--- src/rtl/singleton_elim_scheduler.sv ---
// rtl/singleton_elim_scheduler.sv - round-robin share of one singleton-elimination datapath between two requesters
// Define SINGLETON_SCHED_STATS_EN to add saturating traffic and stall counters.
module singleton_elim_scheduler #(
  parameter int DP_LATENCY = 2
) (
  input  logic         clk,
  input  logic         rst,
  input  logic [1:0]   req_valid,
  input  logic [127:0] req_graph0,
  input  logic [127:0] req_graph1,
  output logic [1:0]   req_ready,
  output logic         dp_clkEn,
  output logic [127:0] dp_graph,
  input  logic [127:0] dp_nonSingletons,
  input  logic [5:0]   dp_singletonCount,
  output logic         out_valid,
  input  logic         out_ready,
  output logic [127:0] out_nonSingletons,
  output logic [5:0]   out_singletonCount,
  output logic         out_src,
  input  logic         flush,
  output logic         flush_done,
  output logic         busy
`ifdef SINGLETON_SCHED_STATS_EN
  ,
  output logic [31:0]  stat_graphs0,
  output logic [31:0]  stat_graphs1,
  output logic [39:0]  stat_singletons,
  output logic [31:0]  stat_stall_cycles
`endif
);

  localparam logic [1:0] STATE_RUN   = 2'd0;
  localparam logic [1:0] STATE_DRAIN = 2'd1;
  localparam logic [1:0] STATE_DONE  = 2'd2;

  logic [1:0]            state;
  logic                  lastGrant;
  logic [DP_LATENCY-1:0] tagValid;
  logic [DP_LATENCY-1:0] tagSrc;
  logic                  canIssue;
  logic                  issue;
  logic                  grantSrc;
  logic [1:0]            grant;

  assign out_valid          = tagValid[DP_LATENCY-1];
  assign out_src            = tagSrc[DP_LATENCY-1];
  assign out_nonSingletons  = dp_nonSingletons;
  assign out_singletonCount = dp_singletonCount;
  assign dp_clkEn           = ~(out_valid & ~out_ready);
  assign busy               = |tagValid;
  assign flush_done         = (state == STATE_DONE);
  assign canIssue           = ~rst & dp_clkEn & (state == STATE_RUN) & ~flush;

  always_comb begin
    grant = 2'b00;
    if (canIssue) begin
      if (req_valid == 2'b11) grant = lastGrant ? 2'b01 : 2'b10;
      else                    grant = req_valid;
    end
  end

  assign req_ready = grant;
  assign issue     = |grant;
  assign grantSrc  = grant[1];
  assign dp_graph  = grant[1] ? req_graph1 : (grant[0] ? req_graph0 : '0);

  // Tags only move when the datapath does, so they stay aligned with its contents.
  always_ff @(posedge clk) begin
    if (rst) begin
      tagValid <= '0;
      tagSrc   <= '0;
    end else if (dp_clkEn) begin
      tagValid[0] <= issue;
      tagSrc[0]   <= grantSrc;
      for (int i = 1; i < DP_LATENCY; i++) begin
        tagValid[i] <= tagValid[i-1];
        tagSrc[i]   <= tagSrc[i-1];
      end
    end
  end

  always_ff @(posedge clk) begin
    if (rst)        lastGrant <= 1'b1;
    else if (issue) lastGrant <= grantSrc;
  end

  // An already-empty pipeline skips DRAIN so the done pulse follows the flush by one cycle.
  always_ff @(posedge clk) begin
    if (rst) begin
      state <= STATE_RUN;
    end else begin
      case (state)
        STATE_RUN:   if (flush) state <= busy ? STATE_DRAIN : STATE_DONE;
        STATE_DRAIN: if (!busy) state <= STATE_DONE;
        STATE_DONE:  state <= STATE_RUN;
        default:     state <= STATE_RUN;
      endcase
    end
  end

`ifdef SINGLETON_SCHED_STATS_EN
  logic [40:0] singletonSum;
  assign singletonSum = {1'b0, stat_singletons} + 41'(out_singletonCount);

  always_ff @(posedge clk) begin
    if (rst) begin
      stat_graphs0      <= '0;
      stat_graphs1      <= '0;
      stat_singletons   <= '0;
      stat_stall_cycles <= '0;
    end else begin
      if (grant[0] && stat_graphs0 != '1) stat_graphs0 <= stat_graphs0 + 32'd1;
      if (grant[1] && stat_graphs1 != '1) stat_graphs1 <= stat_graphs1 + 32'd1;
      if (out_valid && out_ready)
        stat_singletons <= singletonSum[40] ? '1 : singletonSum[39:0];
      if (!dp_clkEn && stat_stall_cycles != '1) stat_stall_cycles <= stat_stall_cycles + 32'd1;
    end
  end
`endif

endmodule

--- config.mk ---
export PLATFORM = sky130hd
export DESIGN_NAME = singleton_elim_scheduler
export DESIGN_NICKNAME = d
export VERILOG_FILES = /design/src/rtl/singleton_elim_scheduler.sv
export SDC_FILE = /design/constraint.sdc
export NUM_CORES = 1
export LEC_CHECK = 0
export CORE_AREA = 4 4 254 256
export DETAILED_ROUTE_END_ITERATION = 6
export DIE_AREA = 0 0 258 260
export PLACE_DENSITY = 0.32
export SYNTH_ARGS = -nofsm -noshare
export SYNTH_HDL_FRONTEND = slang
export SYNTH_SLANG_ARGS = --single-unit
--- constraint.sdc ---
create_clock -name clk -period 1.3 [get_ports clk]
set_input_delay 0.26 -clock clk [delete_from_list [all_inputs] [get_ports clk]]
set_output_delay 0.26 -clock clk [all_outputs]
set_load 0.02 [all_outputs]
==> out/metrics.yaml <==
flow_run:
  cap_viol_max_count: 0
critical_path:
  critical_path.startpoint: "lastGrant"
  cp.required_ns: 1.04
  r2r_slack_ns: 0.02
  critical_path.reg2reg.endpoint: "lastGrant"
  worst-r2r-cell-count: 6
  worst-setup-path-type: "register to output pin"
  reg2reg_from: "state[1]"
  critical_path.endpoint_type: "output pin"
  critical_path.startpoint_type: "register"
  endpoint: "dp_graph[48]"
  critPathMaxFanout: 7
  critical_path_at_ns: 1.65
clocking:
  cts_htree_levels: 1
  clkLatencyLatePin_ns: 0.23
  clkSlewWorstSetupHoldPaths_ns: 0.04
  clk_path_buf_depth: 2
  cts_buffers: 3
  cts_tree: "built"
  clockRootBuffer: "clkbuf_16"
  ctsHoldBuffers: 0
  clock_sink_count: 7
route:
  wire_per_inst_um: 17.1
  drtPass1Iterations: 4
  post-route-drc-count: 0
  detailedRoute.firstIterationViolations: 134
  drt-vias-per-instance: 3.06
  number_of_vias_after_detailed_routing: 5054
  wl_um: 28200
  antenna_left: 0
floorplan:
  die-height_um: 260
  fp.coreArea_sq_um: 62500
  die_width_um: 258
  std_cell_rows: 92
  initial_utilization: 0.0517
  design.portCount: 665
  die_footprint_sq_um: 67100
timing:
  report.final.setup_viol: 131
  grt_setup_unrepaired: "true"
  postLayoutSetupSlackWorst_ns: -0.607
  tightest_slew_ns: 0.437
  clock_tree_skew_after_final_layout_ns: 0.000374
  worst_slew_margin_rel: 0.708
  final_max_slew_violation_count: 0
  fmaxAchievable_ghz: 0.524
  fin_crit_sh: 1.47
  timing.setup.tns_ns: -65.33
  finalHoldViolations: 0
  finalWorstPathRequiredPeriod_ns: 1.91
synth:
  synth_compound_gate_area_share: 0.362
  synth_seq_area_share: 0.0434
  synth_top_family_by_area: "buffers and inverters"
  ys_seq_elements: 7
  synth_cells: 482
  syn_nets: 878
  synthXorXnorAreaFrac: 0
  yosys-mux-area-fraction: 0.00310
  synth_simple_gate_area_share: 0.177
  fraction_of_the_mapped_netlist_area_in_adder_cells: 0
  post_synth.cell_area_avg_sq_um: 6.70
  synth.lib_cells_used.distinct: 22
  synth_area_leaders: "buf_4 (35%), a32oi_1 (35%), nor2_1 (16%)"
  ys.warnings.count: 0
  synth.top_cell.area_share: 0.351
  synthesis.area_sq_um: 3230
  post-synth-top-area-cell: "buf_4"
placed_design:
  post-place-ws_ns: -1.26
  hpwl_um: 21800
  total_of_buffers_placed_on_input_and_output_ports: 396
  gp_congestion: 0.701
  placedCellCount: 1607
pwr:
  fin_total_pwr_mw: 4.42
  power.density_nw_per_um2: 434
  total_leakage_power_nw: 3.33
  vdd.ir_drop.worst_uv: 293
grt:
  globalRouteOverflowTotal: 0
  grt_util_all_layers: 0.0739
  antenna_found_initial: 3
  grt_start_max_net_pins: 45
  vias_in_the_first_global_route: 5496
  first_pass_grt_wire_length_um: 37200
finish:
  final_stage_net_count: 1203
  areaGrowthSynthToFinish_pct: 215
  count_of_placed_standard_cells_in_the_final_layout_fillers_left_out: 1653
  post_route_cells_drive_above_1_share: 0.514
status:
  status: "finished, violations left"
  violations: "negative setup slack"
worst_hold_path:
  hold_path.class: "register to register"
-- final cells by class --
cell class / instances / area, sq um
repair buffers: 512 / 5530
fillers: 7045 / 52300
inverters: 2 / 7.51
clock buffers: 4 / 78.8
multi-input cells: 281 / 3370
diodes: 1 / 2.50
flip-flops and latches: 7 / 146
well taps: 846 / 1060
-- cells by family (layout without fill, tap and decap cells) --
logic type / after synthesis / after routing
buffers and inverters: 194 / 518
and+or+nand+nor: 146 / 146
AOI/OAI and AO/OA: 134 / 134
DFF: 7 / 7
muxes: 1 / 1
other: 0 / 1
-- cells in the mapped netlist --
library cell	n
nand4_1	1
buf_6	1
o32ai_1	2
nor2b_1	2
buf_2	30
nand2b_1	2
or2_2	1
mux2i_1	1
buf_4	151
a32oi_1	128
nand2_1	3
a2bb2oi_1	1
inv_1	2
nor2_1	135
o21ai_0	1
a21oi_1	1
buf_1	2
clkbuf_1	8
a21boi_2	1
nor2_2	1
nand3_2	1
dfxtp_1	7
-- how the worst min path moves through the flow --
stage / startpoint / end / slack [ns] / cells past startpoint
2_1_floorplan: rst / tagValid[1] / 0.32 / 1
3_5_place_dp: tagValid[0] / tagValid[1] / 0.47 / 2
6_report: tagSrc[0] / tagSrc[0] / 0.48 / 2
5_1_grt: tagSrc[0] / tagSrc[0] / 0.51 / 2
4_1_cts: tagValid[0] / tagValid[1] / 0.48 / 2
3_3_place_gp: tagValid[0] / tagValid[1] / 0.47 / 2
-- cell usage in the layout, fill, tap and decap left out, types with 3 or more instances in the layout --
cell             instances
clkdlybuf4s50_1        256
buf_4                  113
buf_6                   80
nor2_4                  68
nor2_1                  64
a32oi_1                 52
a32oi_4                 43
a32oi_2                 33
buf_12                  27
clkbuf_16               11
buf_8                   11
buf_16                   9
nor2_2                   4
dfxtp_1                  4
nand2_1                  3
buf_2                    3
-- worst max-delay path, stage by stage (launching register included) --
cell and delay [ns]:
dfxtp_4 0.35, a21boi_4 0.16, buf_12 0.16, buf_12 0.16, buf_12 0.13, a32oi_1 0.05
nor2_1 0.11, buf_4 0.13, buf_4 0.14
-- where the power goes --
| part | internal (mW) | switching, mW | total (mW) | leakage (nW) |
|---|---|---|---|---|
| clock network | 0.407 | 0.108 | 0.516 | 0.0382 |
| logic | 2.05 | 1.62 | 3.66 | 3.23 |
| registers | 0.229 | 0.0130 | 0.242 | 0.0582 |
-- metrics by stage --
stage | hold WS [ns] | utilization | instance area [sq um]
2_1_floorplan | 0.322 | - | 3980
3_3_place_gp | 0.466 | 0.136 | 8500
3_5_place_dp | 0.470 | 0.136 | 8500
4_1_cts | 0.475 | 0.147 | 9210
5_1_grt | 0.509 | 0.163 | 10200
6_report | 0.480 | 0.163 | 10200
-- metal layers --
layer	up-vias	track usage	wire length, um
met1	2347	0.0791	10200
met3	68	0.0332	2920
met2	304	0.128	13900
met4	4	0.0286	1090
li1	2331	-	-
met5	-	0	30
-- state kept, by name, indices dropped and copies added, names as in the netlist --
name	flops
state	2
tagSrc	2
tagValid	2
lastGrant	1
-- what timing repair did --
action / in CTS / in global routing
buffers inserted: 6 / 24
cloned: 3 / 8
pin swaps: 19 / 35
endpoints found under the setup margin: 135 / 133
resized for setup: 639 / 217
Power figures use the tool's default switching activity.
